**config.mk**
```make
export PLATFORM = sky130hd
export DESIGN_NAME = datatrans_ctrl
export DESIGN_NICKNAME = d
export VERILOG_FILES = /design/src/rtl/datatrans_ctrl_pkg.sv /design/src/rtl/xfer_down_cnt.sv /design/src/rtl/datatrans_ctrl.sv
export SDC_FILE = /design/constraint.sdc
export NUM_CORES = 1
export LEC_CHECK = 0
export BUFFER_PORTS_ARGS = -buffer_cell sky130_fd_sc_hd__buf_4
export CAP_MARGIN = 0
export CORE_MARGIN = 2
export CORE_UTILIZATION = 46
export DETAILED_ROUTE_END_ITERATION = 8
export PLACE_DENSITY = 0.78
export SLEW_MARGIN = 20
export SYNTH_ARGS = -nofsm -noshare
export SYNTH_HDL_FRONTEND = slang
export SYNTH_SLANG_ARGS = --single-unit
```
**constraint.sdc**
```tcl
create_clock -name clk -period 2.1 [get_ports clk]
set_input_delay 0.21 -clock clk [delete_from_list [all_inputs] [get_ports clk]]
set_output_delay 0.21 -clock clk [all_outputs]
set_load 0.02 [all_outputs]
```
**src/rtl/datatrans_ctrl_pkg.sv**
```systemverilog
// Shared types and defaults for the burst transfer sequencer.
// State encoding is fixed so it can be observed on debug taps.
package datatrans_ctrl_pkg;

  localparam int WIDTH_DEF = 8;
  localparam int CNT_W_DEF = 5;

  typedef enum logic [1:0] {
    S_IDLE = 2'd0,
    S_LOAD = 2'd1,
    S_XFER = 2'd2,
    S_DONE = 2'd3
  } state_t;

endpackage

```
**src/rtl/xfer_down_cnt.sv**
```systemverilog
// Loadable down counter for the remaining word count.
// Clear beats load beats decrement; decrement saturates at zero.
module xfer_down_cnt #(
  parameter int CNT_W = 5
) (
  input  logic             clk,
  input  logic             rst,
  input  logic             i_load,
  input  logic [CNT_W-1:0] i_load_val,
  input  logic             i_clr,
  input  logic             i_dec,
  output logic [CNT_W-1:0] o_cnt,
  output logic             o_zero
);

  logic [CNT_W-1:0] r_cnt;

  // counter register with priority clear / load / decrement
  always_ff @(posedge clk or posedge rst) begin
    if (rst)
      r_cnt <= '0;
    else if (i_clr)
      r_cnt <= '0;
    else if (i_load)
      r_cnt <= i_load_val;
    else if (i_dec && !o_zero)
      r_cnt <= r_cnt - 1'b1;
  end

  assign o_cnt  = r_cnt;
  assign o_zero = (r_cnt == '0);

endmodule

```
**src/rtl/datatrans_ctrl.sv**
```systemverilog
// Single-burst word mover between a source FIFO port and a sink.
// Strobes are Mealy; status flags come from registered state.
module datatrans_ctrl
  import datatrans_ctrl_pkg::*;
#(
  parameter int WIDTH = WIDTH_DEF,
  parameter int CNT_W = CNT_W_DEF
) (
  input  logic             clk,
  input  logic             rst,
  input  logic             start,
  input  logic [CNT_W-1:0] data_num,
  input  logic             abort,
  input  logic             src_empty,
  input  logic [WIDTH-1:0] src_data,
  input  logic             dst_full,
  output logic             src_rd,
  output logic             dst_wr,
  output logic [WIDTH-1:0] dst_data,
  output logic             busy,
  output logic             done,
  output logic             aborted,
  output logic [CNT_W-1:0] remaining
);

  state_t           r_state;
  state_t           w_next;
  logic [CNT_W-1:0] r_num;
  logic             r_aborted;
  logic             w_load;
  logic             w_clr;
  logic             w_xfer;
  logic             w_abort_hit;
  logic             w_zero;
  logic             w_take;

  assign w_take = (r_state == S_IDLE) && start;

  // state register
  always_ff @(posedge clk or posedge rst) begin
    if (rst)
      r_state <= S_IDLE;
    else
      r_state <= w_next;
  end

  // latch the word count alongside the accepted command
  always_ff @(posedge clk or posedge rst) begin
    if (rst)
      r_num <= '0;
    else if (w_take)
      r_num <= data_num;
  end

  // one-cycle abort pulse flag
  always_ff @(posedge clk or posedge rst) begin
    if (rst)
      r_aborted <= 1'b0;
    else
      r_aborted <= w_abort_hit;
  end

  // next-state and counter control decode
  always_comb begin
    w_next      = r_state;
    w_load      = 1'b0;
    w_clr       = 1'b0;
    w_xfer      = 1'b0;
    w_abort_hit = 1'b0;
    unique case (r_state)
      S_IDLE: begin
        if (start)
          w_next = (data_num == '0) ? S_DONE : S_LOAD;
      end
      S_LOAD: begin
        if (abort) begin
          w_next      = S_IDLE;
          w_clr       = 1'b1;
          w_abort_hit = 1'b1;
        end else begin
          w_load = 1'b1;
          w_next = S_XFER;
        end
      end
      S_XFER: begin
        if (abort) begin
          w_next      = S_IDLE;
          w_clr       = 1'b1;
          w_abort_hit = 1'b1;
        end else if (!src_empty && !dst_full && !w_zero) begin
          w_xfer = 1'b1;
          if (remaining == CNT_W'(1))
            w_next = S_DONE;
        end
      end
      S_DONE: begin
        w_next = S_IDLE;
      end
      default: begin
        w_next = S_IDLE;
      end
    endcase
  end

  xfer_down_cnt #(
    .CNT_W(CNT_W)
  ) u_cnt (
    .clk       (clk),
    .rst       (rst),
    .i_load    (w_load),
    .i_load_val(r_num),
    .i_clr     (w_clr),
    .i_dec     (w_xfer),
    .o_cnt     (remaining),
    .o_zero    (w_zero)
  );

  assign src_rd   = w_xfer;
  assign dst_wr   = w_xfer;
  assign dst_data = w_xfer ? src_data : '0;
  assign busy     = (r_state == S_LOAD) || (r_state == S_XFER);
  assign done     = (r_state == S_DONE);
  assign aborted  = r_aborted;

endmodule

```
After elaboration in Yosys (flattened, before gate mapping):

Index checks and enable logic that the tools add are counted.

* flip-flop bits (word level): 13
* bits of input ports: 19

* equality and inequality tests: 7
* $add $sub $neg: 1
* mux-type cells: 18
* reduce and logical (&&, ||, !) cells: 14

Operators by type and width (count)
* $mux 5: 3
* $mux 2: 6
* $logic_not 5->1: 2
* $mux 8: 1
* $pmux 2 s4: 1
* $mux 1: 7
* $ne 3x3->1 const B: 2
* $eq 5x1->1 const B: 1
* $sub 5x1->5 const B: 1
* $eq 2x2->1 const B: 2
* $logic_and 1x1->1: 4
* $logic_not 1->1: 3
* $reduce_and 3->1: 1
* $reduce_bool 3->1: 1
* $eq 2x1->1 const B: 1
* $logic_not 2->1: 1
* $ne 2x2->1 const B: 1
* $reduce_or 2->1: 1
* $logic_or 1x1->1: 1

Depth between registers and ports, before layout:

* depth in word-level cells: 10
* depth in mapped cells: 7

Hierarchy:

A second synthesis with hierarchy kept.

* cells, all modules: 83
* area total of the unflattened synthesis: 877.1 um^2

By module, submodules not included
* datatrans_ctrl: cells an instance 47, seq. area each 200.2 um^2, times used 1, area each 521.8 um^2
* xfer_down_cnt: cells an instance 36, seq. area each 125.1 um^2, times used 1, area each 355.3 um^2

Worst setup path before layout:

Ideal clock, no wire load.

* path type: reg2out
* start point: reg u_cnt.r_cnt[0], in the netlist u_cnt.o_cnt[0]
* end point: out src_rd
* required time: 1890 ps
* buffers on the path: 1
* setup slack: 252 ps
* cell stages (with the launch flop): 6
* data arrival time: 1638 ps
* cell sequence: dfrtp_1 inv_1 ha_1 or4b_4 and2_2 buf_4

* word-level cells in the longest chain between the ends: 6

Ends and longest elaborated chain
* from (decl): RTL line xfer_down_cnt.sv:16 `logic [CNT_W-1:0] r_cnt;`
* from (signal assigned): RTL line xfer_down_cnt.sv:25 `r_cnt <= i_load_val;`
* from (signal assigned): RTL line xfer_down_cnt.sv:27 `r_cnt <= r_cnt - 1'b1;`
* $logic_not 5->1: RTL line xfer_down_cnt.sv:31 `assign o_zero = (r_cnt == '0);`
* $logic_not 1->1: RTL line datatrans_ctrl.sv:90 `end else if (!src_empty && !dst_full && !w_zero) begin`
* $logic_and 1x1->1: RTL line datatrans_ctrl.sv:90
* $mux 1: RTL line datatrans_ctrl.sv:90
* $mux 1: RTL line datatrans_ctrl.sv:86 `if (abort) begin`
* $mux 1: RTL line datatrans_ctrl.sv:70 `unique case (r_state)`
* to (decl): RTL line datatrans_ctrl.sv:17 `output logic src_rd,`

Every way passes these cells.

Final worst setup path:

* start point: reg u_cnt.r_cnt[1], in the netlist u_cnt.o_cnt[1]
* end point: out dst_data[0]

* word-level cells in the longest chain between the ends: 7

Ends and longest elaborated chain
* $logic_not 5->1: RTL line xfer_down_cnt.sv:31
* $logic_not 1->1: RTL line datatrans_ctrl.sv:90
* $logic_and 1x1->1: RTL line datatrans_ctrl.sv:90
* $mux 1: RTL line datatrans_ctrl.sv:90
* $mux 1: RTL line datatrans_ctrl.sv:86
* $mux 1: RTL line datatrans_ctrl.sv:70
* $mux 8: RTL line datatrans_ctrl.sv:120 `assign dst_data = w_xfer ? src_data : '0;`
* to (decl): RTL line datatrans_ctrl.sv:19 `output logic [WIDTH-1:0] dst_data,`

Every way passes these cells.

==> summary.md <==
| Metric | Value |
|---|---|
| Tot Pwr | 1.43 mW |
| Die ar. | 0.00218 mm^2 |
| Die Ht | 46.7 um |
| Number of global-route vias before repair | 689 |
| Area after DPL | 0.00113 mm^2 |
| Post-synth top area share | 38.9% |
| Design Area, Final | 0.00121 mm^2 |
| Average wire per standard cell | 13.2 um |
| Setup-failing EPs final | 0 |
| Core ar. | 0.00173 mm^2 |
| Post-synth EDFFs | 0 |
| Gpl congestion | 0.768 |
| PortBufs | 36 |
| Fin nets | 153 |
| Core Rows | 15 |
| DRC viols | 0 |
| Logic gate share of total power | 56.8% |
| Register area share after synthesis | 38.9% |
| Worst min-delay path class | in2reg |
| Pins Over Slew Limit | 0 |
| Largest area contributor in the netlist | dfrtp_1 |
| Yosys reg bits | 13 |
| Syn Inst Count | 82 |
| Final Hold Viols | 0 |
| Largest net degree at the start of global routing | 14 |
| Layout cells sized above 1 | 44.0% |
| Family with the most delay on the worst path | simple AND/OR/NAND/NOR gates |
| CTS Buffer Depth | 2 |
| Count leader, synth | dfrtp_1 |
| Clk sink count | 13 |
| Final setup margin | 0.0612 ns |
| Synth top cells by count | dfrtp_1 (13), and3_1 (8), ha_1 (8), inv_1 (6) |
| First-pass GRT wire length | 3010 um |
| Maximum capacitance violations | 0 |
| Critical Path RT | 1.89 ns |
| Power share of the clock group | 10.6% |
| I/O Pins | 37 |
| Clk_skew | 0.00352 ns |
| P_int | 836 uW |
| Pre-CTS WS | 0.264 ns |
| Routed Wire Length | 1980 um |
| CTS root buf | clkbuf_4 |
| Number of iterations in the first detailed-routing pass | 4 |
| Synthesized netlist net count | 109 |
| Cell area after synthesis | 837 um^2 |
| Sw Ratio | 41.6% |
| P&R area growth vs syn | 44.1% |
| Distinct cells, synth | 30 |
| Num CTS Buffers | 3 |
| Crit path buf inv count | 2 |
| Crit. End Element | primary output |
| Status | finished, final reports clean |
| Crit Path Max Fanout | 6 |
| Clock transition at path regs | 0.08 ns |
| Initial antenna violation count | 0 |
| GR Overflow Total | 0 |
| GRT Overall Usage | 19.9% |
| Worst setup SP type | flop |
| Critical path type | reg2out |
| Relative max-transition margin | 67.7% |
| Via count | 795 |
| CP max stage cell | or4b_4 |
| DRT iter0 DRCs | 6 |
| Synth warnings | 0 |
| CTS tree | done |
| Worst EP arrival | 1.83 ns |
| Clk Latency, worst-skew pair | 0.27 ns |
| Half-perimeter wire length after placement | 1530 um |
| Worst Tran Pin Value | 0.485 ns |
| Main synth FF type | dfrtp_1 |
| Final ANT Viol Nets | 0 |
| Max H-tree Level | 1 |
| RSZ-0062 raised after global routing | false |
| FILL cells | 156 |
| Final Util | 69.9% |
| Die W | 46.7 um |
| Ant diodes | 0 |
| NetSw | 596 uW |
| Reg power frac | 32.6% |
| Final period util | 97.1% |
| Max Clock Freq | 490 MHz |
| CP cell instances | inv_1, ha_2, or4b_4, and3_1, buf_4 |
| Initial Util | 48.5% |
| Avg Inst Size Synth | 10.2 um^2 |
| Post-synth ARST share | 100% |
| Tmin final | 2.04 ns |
| Total negative setup slack | 0 ns |
| PD cells | 1190 mW/mm^2 |
| Via density | 5.30 |
| Worst VDD drop | 633 uV |
| Area contributors post-synth | dfrtp_1 (39%), ha_1 (12%), mux2_2 (6.7%), and3_1 (6.0%), nor4b_4 (2.8%) |
| Lkg Pwr | 0.619 nW |
| Max incr delay on CP | 0.50 ns |
timing repair:
item                                    4_1_cts  5_1_grt
endpoints found under the setup margin        3        2
hold buffers                                  1        0
buffers inserted                              3        0
gates resized for setup                       1        2
pin swaps                                     0        0
hold endpoints to repair                     13        0
cloned                                        1        0
through the flow:
stage          hold slack, ns  instances
3_3_place_gp            0.261        141
4_1_cts                 0.168        150
3_5_place_dp            0.261        141
5_1_grt                 0.170        150
2_1_floorplan          0.0870         82
6_report                0.174        150
per-layer routing:
| layer | share of wire (%) | GRT usage [%] |
|---|---|---|
| met1 | 43 | 25.4 |
| met2 | 51 | 33.9 |
| met3 | 4.6 | 2.35 |
| met4 | 1.5 | 8.33 |
| met5 | 0 | 0 |
cells by family (layout without fill, tap and decap cells):
family / after synthesis / in the layout / synth area share (%)
flip-flops: 13 / 13 / 38.9
adder cells (fa/ha/maj): 8 / 8 / 12.0
AO/OA/AOI/OAI: 13 / 13 / 9.27
buffers and inverters: 9 / 51 / 4.63
AND/OR/NAND/NOR: 30 / 31 / 24.2
multiplexers: 6 / 6 / 7.92
XOR/XNOR: 3 / 3 / 3.14
path summary, 6_finish.rpt:
kind                       slack, ns  depth (start not counted)        endpoint      startpoint
setup / recovery                0.06                          5     dst_data[0]  u_cnt.o_cnt[1]
hold / removal                  0.17                          2        r_num[1]     data_num[1]
setup reg to reg                0.24                          6  u_cnt.o_cnt[4]      r_state[0]
hold reg to reg                 0.50                          1        r_num[3]        r_num[3]
max in group asynchronous       1.26                          3  u_cnt.o_cnt[4]             rst
min in group asynchronous       0.51                          3  u_cnt.o_cnt[0]             rst
registers in the layout, indices dropped and copies added, names as in the netlist:
| signal | count |
|---|---|
| r_state | 2 |
| r_num | 5 |
| aborted | 1 |
| u_cnt.o_cnt | 5 |
cell type report:
cell class	instances	area [um^2]	share of cell area [%]
Sequential cell	13	325	27.0
Tap cell	25	31.3	2.59
Clock buffer	4	26.3	2.18
Inverter	6	22.5	1.87
Multi-Input combinational cell	61	490	40.7
Timing Repair Buffer	41	310	25.7
cell usage in the layout, fill, tap and decap left out, types with 2 or more instances in the layout:
cell,instances
nand3_2,2
mux2_2,5
o21ai_0,4
buf_4,40
or4b_4,2
dfrtp_1,13
and3_1,8
nand2_1,5
inv_1,6
clkbuf_4,3
nor2b_1,3
nand3_1,2
a21oi_1,3
ha_1,7
or4_1,2
xor2_1,2
o21ai_1,2
nor2_1,2
power groups by stage:
stage	Combinational [mW]	Clock (mW)	Sequential, mW
floorplan	0.462	0	0.506
global placement	0.713	0	0.468
detailed placement	0.729	0	0.473
CTS	0.802	0.158	0.463
global route	0.892	0.166	0.483
finish	0.813	0.151	0.467
No activity file was read; power rests on OpenSTA's default activity.
